==> src/rtl/ideal_gas_pkg.sv <==
// Shared definitions for the ideal-gas display datapath: control FSM
// encodings, the default gas-constant scale and the legal operand range.
package ideal_gas_pkg;

  localparam int SCALE_SHIFT_DEF = 3;

  localparam int OPERAND_MIN = 1;
  localparam int OPERAND_MAX = 5;

  // One-hot encoding, same style as the existing control FSMs.
  typedef enum logic [3:0] {
    ST_IDLE = 4'b0001,
    ST_MUL  = 4'b0010,
    ST_DIV  = 4'b0100,
    ST_DONE = 4'b1000
  } calc_state_e;

endpackage

==> src/rtl/pressure_calc_divider.sv <==
// Iterative restoring divider, one quotient bit per cycle, MSB first.
// A zero divisor makes every trial subtraction succeed, so the quotient
// naturally comes out all ones.
module pressureDivider
  import ideal_gas_pkg::*;
#(
  parameter int NUM_W = 9
) (
  input  logic             clk,
  input  logic             Reset_n,
  input  logic             load,
  input  logic [NUM_W-1:0] numerator,
  input  logic [NUM_W-1:0] divisor,
  output logic [NUM_W-1:0] quotient,
  output logic             done
);

  localparam int CNT_W = $clog2(NUM_W + 1);

  logic [NUM_W-1:0] rem_q, rem_d;
  logic [NUM_W-1:0] quo_q, quo_d;
  logic [NUM_W-1:0] dvs_q, dvs_d;
  logic [CNT_W-1:0] cnt_q, cnt_d;
  logic [NUM_W:0]   trial;

  // Load operands, or run one shift/trial-subtract step while iterations remain.
  always_comb begin
    rem_d = rem_q;
    quo_d = quo_q;
    dvs_d = dvs_q;
    cnt_d = cnt_q;
    trial = {rem_q, quo_q[NUM_W-1]};
    if (load) begin
      rem_d = '0;
      quo_d = numerator;
      dvs_d = divisor;
      cnt_d = CNT_W'(NUM_W);
    end else if (cnt_q != '0) begin
      if (trial >= {1'b0, dvs_q}) begin
        rem_d = NUM_W'(trial - {1'b0, dvs_q});
        quo_d = {quo_q[NUM_W-2:0], 1'b1};
      end else begin
        rem_d = trial[NUM_W-1:0];
        quo_d = {quo_q[NUM_W-2:0], 1'b0};
      end
      cnt_d = cnt_q - 1'b1;
    end
  end

  // Divider state registers.
  always_ff @(posedge clk) begin
    if (!Reset_n) begin
      rem_q <= '0;
      quo_q <= '0;
      dvs_q <= '0;
      cnt_q <= '0;
    end else begin
      rem_q <= rem_d;
      quo_q <= quo_d;
      dvs_q <= dvs_d;
      cnt_q <= cnt_d;
    end
  end

  assign quotient = quo_q;
  // High in the cycle whose closing edge performs the final iteration, so
  // the controller can leave DIV on exactly that edge.
  assign done     = (cnt_q == CNT_W'(1));

endmodule

==> src/rtl/pressure_calc.sv <==
// Gas pressure readout: P = ((n*T) << SCALE_SHIFT) / V, saturated to the
// output width. Restarts automatically whenever an operand changes; changes
// that arrive mid-computation collapse into a single follow-up restart.
module pressure_calc
  import ideal_gas_pkg::*;
#(
  parameter int SCALE_SHIFT = SCALE_SHIFT_DEF,
  parameter int OP_W        = 3,
  parameter int P_W         = 8
) (
  input  logic            clk,
  input  logic            Reset_n,
  input  logic [OP_W-1:0] numMoles,
  input  logic [OP_W-1:0] temperature,
  input  logic [OP_W-1:0] volume,
  output logic [P_W-1:0]  pressure,
  output logic            pValid,
  output logic            busy
);

  localparam int NUM_W = 2 * OP_W + SCALE_SHIFT;

  calc_state_e state_q, state_d;

  logic [OP_W-1:0] n_s_q, n_s_d;
  logic [OP_W-1:0] t_s_q, t_s_d;
  logic [OP_W-1:0] v_s_q, v_s_d;
  logic            pending_q, pending_d;
  logic [P_W-1:0]  pressure_q, pressure_d;
  logic            p_valid_q, p_valid_d;

  logic              inputs_differ;
  logic [2*OP_W-1:0] product;
  logic [NUM_W-1:0]  numerator;
  logic [NUM_W-1:0]  divisor;
  logic [NUM_W-1:0]  quotient;
  logic [31:0]       quotient_ext;
  logic [P_W-1:0]    result_sat;
  logic              div_load;
  logic              div_done;

  // Operand comparison, numerator formation and output saturation.
  always_comb begin
    inputs_differ = (numMoles != n_s_q) || (temperature != t_s_q) ||
                    (volume != v_s_q);
    product       = {{OP_W{1'b0}}, n_s_q} * {{OP_W{1'b0}}, t_s_q};
    numerator     = {product, {SCALE_SHIFT{1'b0}}};
    divisor       = {{(NUM_W - OP_W){1'b0}}, v_s_q};
    quotient_ext  = 32'(quotient);
    if (v_s_q == '0) begin
      result_sat = {P_W{1'b1}};
    end else if (quotient_ext > 32'((2 ** P_W) - 1)) begin
      result_sat = {P_W{1'b1}};
    end else begin
      result_sat = P_W'(quotient);
    end
  end

  pressureDivider #(
    .NUM_W(NUM_W)
  ) u_divider (
    .clk      (clk),
    .Reset_n  (Reset_n),
    .load     (div_load),
    .numerator(numerator),
    .divisor  (divisor),
    .quotient (quotient),
    .done     (div_done)
  );

  // Next-state logic: shadow capture, restart flag and result publication.
  always_comb begin
    state_d    = state_q;
    n_s_d      = n_s_q;
    t_s_d      = t_s_q;
    v_s_d      = v_s_q;
    pending_d  = pending_q;
    pressure_d = pressure_q;
    p_valid_d  = 1'b0;
    div_load   = 1'b0;
    case (state_q)
      ST_IDLE: begin
        if (inputs_differ || pending_q) begin
          n_s_d     = numMoles;
          t_s_d     = temperature;
          v_s_d     = volume;
          pending_d = 1'b0;
          state_d   = ST_MUL;
        end
      end
      ST_MUL: begin
        div_load = 1'b1;
        state_d  = ST_DIV;
        if (inputs_differ) pending_d = 1'b1;
      end
      ST_DIV: begin
        if (div_done) state_d = ST_DONE;
        if (inputs_differ) pending_d = 1'b1;
      end
      ST_DONE: begin
        pressure_d = result_sat;
        p_valid_d  = 1'b1;
        state_d    = ST_IDLE;
        if (inputs_differ) pending_d = 1'b1;
      end
      default: begin
        state_d = ST_IDLE;
      end
    endcase
  end

  // State and output registers; reset leaves a restart pending.
  always_ff @(posedge clk) begin
    if (!Reset_n) begin
      state_q    <= ST_IDLE;
      n_s_q      <= '0;
      t_s_q      <= '0;
      v_s_q      <= '0;
      pending_q  <= 1'b1;
      pressure_q <= '0;
      p_valid_q  <= 1'b0;
    end else begin
      state_q    <= state_d;
      n_s_q      <= n_s_d;
      t_s_q      <= t_s_d;
      v_s_q      <= v_s_d;
      pending_q  <= pending_d;
      pressure_q <= pressure_d;
      p_valid_q  <= p_valid_d;
    end
  end

  assign pressure = pressure_q;
  assign pValid   = p_valid_q;
  assign busy     = (state_q != ST_IDLE);

endmodule

==> config.mk <==
export PLATFORM = sky130hd
export DESIGN_NAME = pressure_calc
export DESIGN_NICKNAME = d
export VERILOG_FILES = /design/src/rtl/ideal_gas_pkg.sv /design/src/rtl/pressure_calc_divider.sv /design/src/rtl/pressure_calc.sv
export SDC_FILE = /design/constraint.sdc
export NUM_CORES = 1
export LEC_CHECK = 0
export BUFFER_PORTS_ARGS = -buffer_cell sky130_fd_sc_hd__buf_4
export CAP_MARGIN = 20
export CORE_ASPECT_RATIO = 0.6
export CORE_UTILIZATION = 40
export DETAILED_ROUTE_END_ITERATION = 10
export PLACE_DENSITY_LB_ADDON = 0.2
export SYNTH_ARGS = -nofsm -noshare
export SYNTH_HDL_FRONTEND = slang
export SYNTH_SLANG_ARGS = --single-unit
==> constraint.sdc <==
create_clock -name clk -period 3.3 [get_ports clk]
set_input_delay 0.66 -clock clk [delete_from_list [all_inputs] [get_ports clk]]
set_output_delay 0.66 -clock clk [all_outputs]
set_load 0.005 [all_outputs]
Word level (Yosys, flattened, before mapping)
Cells that the tools add are included.
{"block": "totals", "regBits": 48, "inputBits": 11, "out_inout_bits": 10, "wordCells": 59}
{"block": "op_classes", "n_addsub": 2, "multipliers": 1, "magnitude_cmp": 2, "n_eq_ne": 12, "mux": 16, "bitwise_logic": 1, "reduce_logical": 12}
{"operator": "9-bit 2-to-1 mux", "count": 3}
{"operator": "4-bit 2-to-1 mux", "count": 4}
{"operator": "8-bit 2-to-1 mux", "count": 2}
{"operator": "4-bit case mux with 3 select lines", "count": 1}
{"operator": "10-bit by 3-bit >= comparator with 1-bit output", "count": 1}
{"operator": "9-bit by 8-bit greater-than comparator with 1-bit output (second input constant)", "count": 1}
{"operator": "3-bit inequality test", "count": 3}
{"operator": "9-bit by 3-bit subtractor with 9-bit output", "count": 1}
{"operator": "4-bit by 1-bit equality test with 1-bit output (second input constant)", "count": 2}
{"operator": "3-bit by 3-bit multiplier with 6-bit output", "count": 1}
{"operator": "1-bit 2-to-1 mux", "count": 5}
{"operator": "4-bit by 2-bit equality test with 1-bit output (second input constant)", "count": 1}
{"operator": "4-bit by 3-bit equality test with 1-bit output (second input constant)", "count": 1}
{"operator": "4-bit equality test (second input constant)", "count": 1}
{"operator": "2-bit inequality test (second input constant)", "count": 2}
{"operator": "4-bit by 1-bit inequality test with 1-bit output (second input constant)", "count": 1}
{"operator": "2-bit AND reduction", "count": 2}
{"operator": "2-bit nonzero test", "count": 2}
{"operator": "4-bit nonzero test", "count": 1}
{"operator": "4-bit by 1-bit subtractor with 4-bit output (second input constant)", "count": 1}
{"operator": "3-bit zero test", "count": 1}
{"operator": "1-bit logical OR", "count": 3}
{"operator": "3-bit AND reduction", "count": 1}
{"operator": "3-bit OR reduction", "count": 1}
{"operator": "other kinds (4)", "count": 4}

Longest topological paths before layout
{"block": "depth", "ltp_word": 6, "depth_mapped": 10, "mapped_depth_nobuf": 9}

Modules after synthesis
Synthesis repeated with hierarchy kept, for this count alone.
{"block": "hier_totals", "cells_unflattened": 356, "area_unflattened_um2": 3128.0}
{"mod": "pressureDivider", "n_inst": 1, "cells_per_inst": 219, "area_each_um2": 1834.3, "seq_area_each_um2": 620.6}
{"mod": "pressure_calc", "n_inst": 1, "cells_per_inst": 137, "area_each_um2": 1293.7, "seq_area_each_um2": 460.4}

Least setup slack after synthesis
No wires, ideal clock.
{"block": "synth_timing", "path_type": "register to register", "start": "reg u_divider.quo_q[8], in the netlist u_divider.quotient[8]", "end": "reg u_divider.rem_q[6]", "setup_time_ps": 86, "t_arrival_ps": 2173, "t_required_ps": 3214, "path_slack_ps": 1041, "path_stages_with_launch": 11, "n_path_buf": 1, "period_less_slack_ps": 2259, "path_cell_list": "dfxtp_1 -> inv_1 -> ha_1 -> inv_1 -> fa_1 -> a211o_2 -> nor4b_4 -> buf_6 -> nor4_1 -> xnor2_1 -> a211oi_1"}
{"block": "synth_between", "elab_chain_len": 2, "word_cells_on_any_way": 3, "cone_classes": "add/sub: 1; order compare: 1; mux: 1"}
{"element": "start, declared", "line": "pressure_calc_divider.sv:21", "rtl": "logic [NUM_W-1:0] quo_q, quo_d;"}
{"element": "start signal, assigned", "line": "pressure_calc_divider.sv:59", "rtl": "quo_q <= quo_d;"}
{"element": "9-bit by 3-bit subtractor with 9-bit output / 10-bit by 3-bit >= comparator with 1-bit output (equally long branches)", "line": "pressure_calc_divider.sv:40, pressure_calc_divider.sv:39"}
{"element": "9-bit 2-to-1 mux *", "line": "pressure_calc_divider.sv:39", "rtl": "if (trial >= {1'b0, dvs_q}) begin"}
{"element": "end signal, assigned", "line": "pressure_calc_divider.sv:58", "rtl": "rem_q <= rem_d;"}
{"element": "end, declared", "line": "pressure_calc_divider.sv:20", "rtl": "logic [NUM_W-1:0] rem_q, rem_d;"}
Every way passes the cells marked *; elsewhere a longest branch is shown, timed or not.
A chain may end at the register's enable or synchronous reset.

Worst setup path after layout
{"block": "layout_timing", "start": "reg u_divider.quo_q[8], in the netlist u_divider.quotient[8]", "end": "reg u_divider.rem_q[5]"}
The elaborated chain is that of the path after synthesis.

==> impl_metrics.prom <==
# TYPE chip_impl_metric gauge
chip_impl_info{name="timing.rr.end",value="u_divider.rem_q[5]"} 1
chip_impl_metric{name="post-layout-total-power",unit="uW"} 1900
chip_impl_metric{name="vias_per_cell",unit=""} 5.09
chip_impl_metric{name="power_switching_share",unit="%"} 39.8
chip_impl_metric{name="layout_min_cycle_time",unit="ns"} 2.67
chip_impl_metric{name="vias_post_dr",unit=""} 1839
chip_impl_metric{name="synth_compound_area_share",unit="%"} 16.0
chip_impl_info{name="crit-reg2reg-launch",value="u_divider.quotient[8]"} 1
chip_impl_metric{name="cts_buffer_depth",unit=""} 2
chip_impl_metric{name="grt_overflow",unit=""} 0
chip_impl_metric{name="place.detailed.hpwl",unit="um"} 3620
chip_impl_metric{name="grt_start_max_net_pins",unit=""} 27
chip_impl_metric{name="number_of_antenna_violations_at_the_first_check_in_global_routing",unit=""} 0
chip_impl_metric{name="grt_use_total",unit="%"} 17.7
chip_impl_metric{name="synth_seq_area_share",unit="%"} 40.3
chip_impl_metric{name="grt_first_pass_wirelength",unit="um"} 8250
chip_impl_metric{name="drt_wl_total",unit="um"} 5030
chip_impl_metric{name="ys_types",unit=""} 43
chip_impl_metric{name="placed_area",unit="sq um"} 2590
chip_impl_metric{name="pwr-share-clk",unit="%"} 18.8
chip_impl_metric{name="ys_seq_elements",unit=""} 48
chip_impl_metric{name="finClkSkew",unit="ns"} 0.00944
chip_impl_info{name="netlist_top_cells_count",value="sky130_fd_sc_hd__dfxtp_1 (48), sky130_fd_sc_hd__nand2_1 (35), sky130_fd_sc_hd__nor2_1 (28)"} 1
chip_impl_metric{name="power_switching",unit="uW"} 758
chip_impl_metric{name="synth-adder-area-share",unit="%"} 7.76
chip_impl_info{name="worst_path_top_cell_family_by_delay",value="simple AND/OR/NAND/NOR gates"} 1
chip_impl_metric{name="max_stage_delay",unit="ns"} 0.64
chip_impl_info{name="timing.critical_path.cells",value="inv_1, ha_1, inv_1, fa_1, a211o_2, nor4b_4, nor3_1, xnor2_1, a211oi_1"} 1
chip_impl_metric{name="routedWlPerCell",unit="um"} 13.9
chip_impl_metric{name="floorplan_die_area",unit="sq um"} 6280
chip_impl_metric{name="drv_slew",unit=""} 0
chip_impl_metric{name="comb_power_share",unit="%"} 38.7
chip_impl_metric{name="async_reset_ff_share",unit="%"} 0
chip_impl_info{name="dominant_combinational_cell_family_by_area_after_synthesis",value="simple AND/OR/NAND/NOR gates"} 1
chip_impl_metric{name="num_rows",unit=""} 21
chip_impl_metric{name="final.fill_count",unit=""} 551
chip_impl_metric{name="worst_hold_path.num_cells",unit=""} 2
chip_impl_metric{name="worstMarginPinSlew",unit="ns"} 0.843
chip_impl_metric{name="worstPathRequired",unit="ns"} 3.51
chip_impl_metric{name="route.antenna.remaining_nets",unit=""} 0
chip_impl_metric{name="clk_pin_slew",unit="ns"} 0.10
chip_impl_metric{name="achievable-frequency",unit="MHz"} 375
chip_impl_info{name="holdCritPathClass",value="reg2reg"} 1
chip_impl_metric{name="dieWidth",unit="um"} 102
chip_impl_metric{name="synth_enable_flop_cells",unit=""} 0
chip_impl_metric{name="clock_sink_count",unit=""} 48
chip_impl_metric{name="timing.final.setup_violations",unit=""} 0
chip_impl_info{name="unrepaired_setup_endpoints_after_global_routing",value="no"} 1
chip_impl_info{name="worst_hold_startpoint",value="u_divider.quotient[0]"} 1
chip_impl_metric{name="post_synthesis_mux_area_share",unit="%"} 3.36
chip_impl_metric{name="synth.cell_area",unit="sq um"} 2380
chip_impl_metric{name="setup-tns-final",unit="ns"} 0
chip_impl_metric{name="synth-xor-area-share",unit="%"} 5.88
chip_impl_metric{name="coreArea",unit="sq um"} 5650
chip_impl_metric{name="timing.critical_path.fanout_max",unit=""} 12
chip_impl_metric{name="initialDrtViolationCount",unit=""} 82
chip_impl_metric{name="antenna-diode-count",unit=""} 0
chip_impl_info{name="cts-root-buf",value="sky130_fd_sc_hd__clkbuf_8"} 1
chip_impl_info{name="run_status",value="complete, no violations"} 1
chip_impl_metric{name="synth.avg_cell_area",unit="sq um"} 9.03
chip_impl_info{name="critical_path.startpoint_type",value="flip-flop"} 1
chip_impl_metric{name="worst-r2r-setup-slack",unit="ns"} 0.63
chip_impl_metric{name="cp_num_buf_inv",unit=""} 2
chip_impl_metric{name="p_leak",unit="uW"} 0.00108
chip_impl_metric{name="maxCapViolCount",unit=""} 0
chip_impl_metric{name="worst_slew_margin_rel",unit="%"} 43.7
chip_impl_metric{name="drc_errors",unit=""} 0
chip_impl_metric{name="floorplan.io_pins",unit=""} 21
chip_impl_metric{name="buffer_ports.inserted",unit=""} 20
chip_impl_info{name="netlist_top_cells_area",value="sky130_fd_sc_hd__dfxtp_1 (40%), sky130_fd_sc_hd__nand2_1 (5.5%), sky130_fd_sc_hd__ha_1 (5.2%)"} 1
chip_impl_metric{name="htree_num_levels",unit=""} 2
chip_impl_metric{name="yosys.area_share.simple",unit="%"} 22.3
chip_impl_metric{name="chipHeight",unit="um"} 61.8
chip_impl_metric{name="postCtsSetupBuffers",unit=""} 0
chip_impl_metric{name="vdd.ir_drop.worst",unit="V"} 0.000398
chip_impl_metric{name="cts-resized-gates",unit=""} 0
chip_impl_metric{name="critical_path_arrival",unit="ns"} 2.88
chip_impl_metric{name="p_int",unit="uW"} 1150
chip_impl_metric{name="synth_top_cell_area_share",unit="%"} 40.3
chip_impl_metric{name="power.share.sequential",unit="%"} 42.5
chip_impl_info{name="worstSetupPathType",value="reg2reg"} 1
chip_impl_metric{name="endpoints_failing_hold",unit=""} 0
chip_impl_metric{name="post_synth_inst_count",unit=""} 264
chip_impl_metric{name="syn_to_final_growth",unit="%"} 12.4
chip_impl_metric{name="post_route_cells_drive_above_1_share",unit="%"} 16.4
chip_impl_info{name="whs_endpoint",value="u_divider.quotient[1]"} 1
chip_impl_metric{name="path_depth",unit=""} 9
chip_impl_metric{name="postCtsHoldBufs",unit=""} 0
chip_impl_metric{name="via_count_of_the_first_global_routing_pass",unit=""} 1649
chip_impl_metric{name="p_per_area",unit="nW/um^2"} 710
chip_impl_metric{name="min_period_over_period",unit="%"} 80.8
chip_impl_info{name="timing.critical_path.slowest_stage_cell",value="sky130_fd_sc_hd__nor4b_4"} 1
chip_impl_info{name="synth_largest_area_cell",value="sky130_fd_sc_hd__dfxtp_1"} 1
chip_impl_info{name="tritoncts_clock_tree",value="done"} 1
chip_impl_metric{name="gpl.final_weighted_congestion",unit=""} 0.803
chip_impl_metric{name="initial_core_utilization",unit="%"} 42.2
chip_impl_info{name="synthMostInstantiatedCell",value="sky130_fd_sc_hd__dfxtp_1"} 1
chip_impl_info{name="crit_top_cell",value="sky130_fd_sc_hd__inv_1"} 1
chip_impl_metric{name="mappedNetlistNets",unit=""} 288
chip_impl_metric{name="layout.cell_area.non_filler",unit="sq um"} 2680
chip_impl_metric{name="drt_pre_antenna_iters",unit=""} 4
chip_impl_metric{name="insertion_delay_of_the_later_clocked_pin_in_the_worst_skew_pair",unit="ns"} 0.31
chip_impl_metric{name="cts_buffers",unit=""} 5
chip_impl_info{name="ys_dominant_reg_cell",value="sky130_fd_sc_hd__dfxtp_1"} 1
chip_impl_metric{name="count_of_warnings_emitted_by_yosys",unit=""} 0
chip_impl_info{name="worst_setup_path_end_kind",value="flip-flop"} 1
chip_impl_metric{name="design.final.nets",unit=""} 304
chip_impl_metric{name="worstRegToRegCells",unit=""} 9
-- how the worst max path moves through the flow --
stage,startpoint,end,slack [ns]
global route,u_divider.quotient[8],u_divider.rem_q[5],0.43
global placement,u_divider.quotient[8],u_divider.rem_q[5],0.70
detailed placement,u_divider.quotient[8],u_divider.rem_q[5],0.65
floorplan,u_divider.quotient[8],u_divider.rem_q[6],1.04
CTS,u_divider.quotient[8],u_divider.rem_q[5],0.63
finish,u_divider.quotient[8],u_divider.rem_q[5],0.63
-- worst min-delay path: stages (launching register included) --
cell and delay (ns):
sky130_fd_sc_hd__dfxtp_1 0.33, sky130_fd_sc_hd__nand2_1 0.06, sky130_fd_sc_hd__a21oi_1 0.05
-- cell families (layout without fill, tap and decap cells) --
kind of cell / after synthesis / in the layout
buffers and inverters: 25 / 42
DFF: 48 / 48
and+or+nand+nor: 103 / 103
AOI/OAI and AO/OA: 51 / 51
xor gates and xnor gates: 16 / 16
adders and majority gates: 13 / 13
muxes: 8 / 8
-- cells in the final DEF, fill, tap and decap left out, types with 2 or more instances in the layout --
cell,count
sky130_fd_sc_hd__a211oi_1,8
sky130_fd_sc_hd__a21oi_1,16
sky130_fd_sc_hd__a311oi_1,6
sky130_fd_sc_hd__and2_1,12
sky130_fd_sc_hd__buf_4,21
sky130_fd_sc_hd__clkbuf_8,5
sky130_fd_sc_hd__clkinvlp_4,2
sky130_fd_sc_hd__dfxtp_1,48
sky130_fd_sc_hd__fa_1,3
sky130_fd_sc_hd__ha_1,10
sky130_fd_sc_hd__inv_1,11
sky130_fd_sc_hd__mux2i_1,8
sky130_fd_sc_hd__nand2_1,35
sky130_fd_sc_hd__nand3_1,2
sky130_fd_sc_hd__nand3b_1,2
sky130_fd_sc_hd__nand4b_1,2
sky130_fd_sc_hd__nor2_1,28
sky130_fd_sc_hd__nor2b_1,2
sky130_fd_sc_hd__nor3_1,6
sky130_fd_sc_hd__nor4_1,5
sky130_fd_sc_hd__nor4b_4,2
sky130_fd_sc_hd__o211ai_1,2
sky130_fd_sc_hd__o21ai_0,2
sky130_fd_sc_hd__o221a_2,8
sky130_fd_sc_hd__o22ai_1,2
sky130_fd_sc_hd__or3_2,2
sky130_fd_sc_hd__xnor2_1,7
sky130_fd_sc_hd__xor2_1,9
-- metal layers --
metal,share of wire [%],global-route usage [%],vias up
met5,0,0,-
met4,1.1,6.00,0
met3,3.9,3.80,7
met2,37,23.6,30
met1,58,27.3,841
li1,-,-,961
-- final cells by class --
class	count	area (sq um)	area share, %
flip-flops and latches	48	961	35.9
repair buffers	22	163	6.07
multi-input cells	191	1320	49.2
clock inverters	3	23.8	0.887
clock buffers	5	68.8	2.57
inverters	12	45.0	1.68
well taps	80	100	3.73
-- power groups by stage --
| stage | combinational (uW) | sequential [uW] | clock (uW) |
|---|---|---|---|
| floorplan | 617 | 779 | 0 |
| global placement | 727 | 818 | 0 |
| detailed placement | 734 | 819 | 0 |
| CTS | 739 | 807 | 375 |
| global route | 822 | 828 | 403 |
| finish | 737 | 808 | 359 |
-- registers in the layout, indices dropped and copies added, names as in the netlist --
| register | count |
|---|---|
| pValid | 1 |
| pressure | 8 |
| v_s_q | 3 |
| pending_q | 1 |
| u_divider.quotient | 9 |
| u_divider.cnt_q | 4 |
| u_divider.dvs_q | 3 |
| t_s_q | 3 |
| u_divider.rem_q | 9 |
| n_s_q | 3 |
| state_q | 4 |
-- metrics by stage --
stage,setup slack [ns],std cells,hold WS [ns],utilization [%]
finish,0.633,361,0.472,47.4
global route,0.433,361,0.482,47.4
CTS,0.626,361,0.477,47.4
detailed placement,0.654,353,0.468,45.8
global placement,0.698,352,0.460,45.7
floorplan,1.04,264,0.445,-
Note: power is estimated with default switching activity, not from simulation.
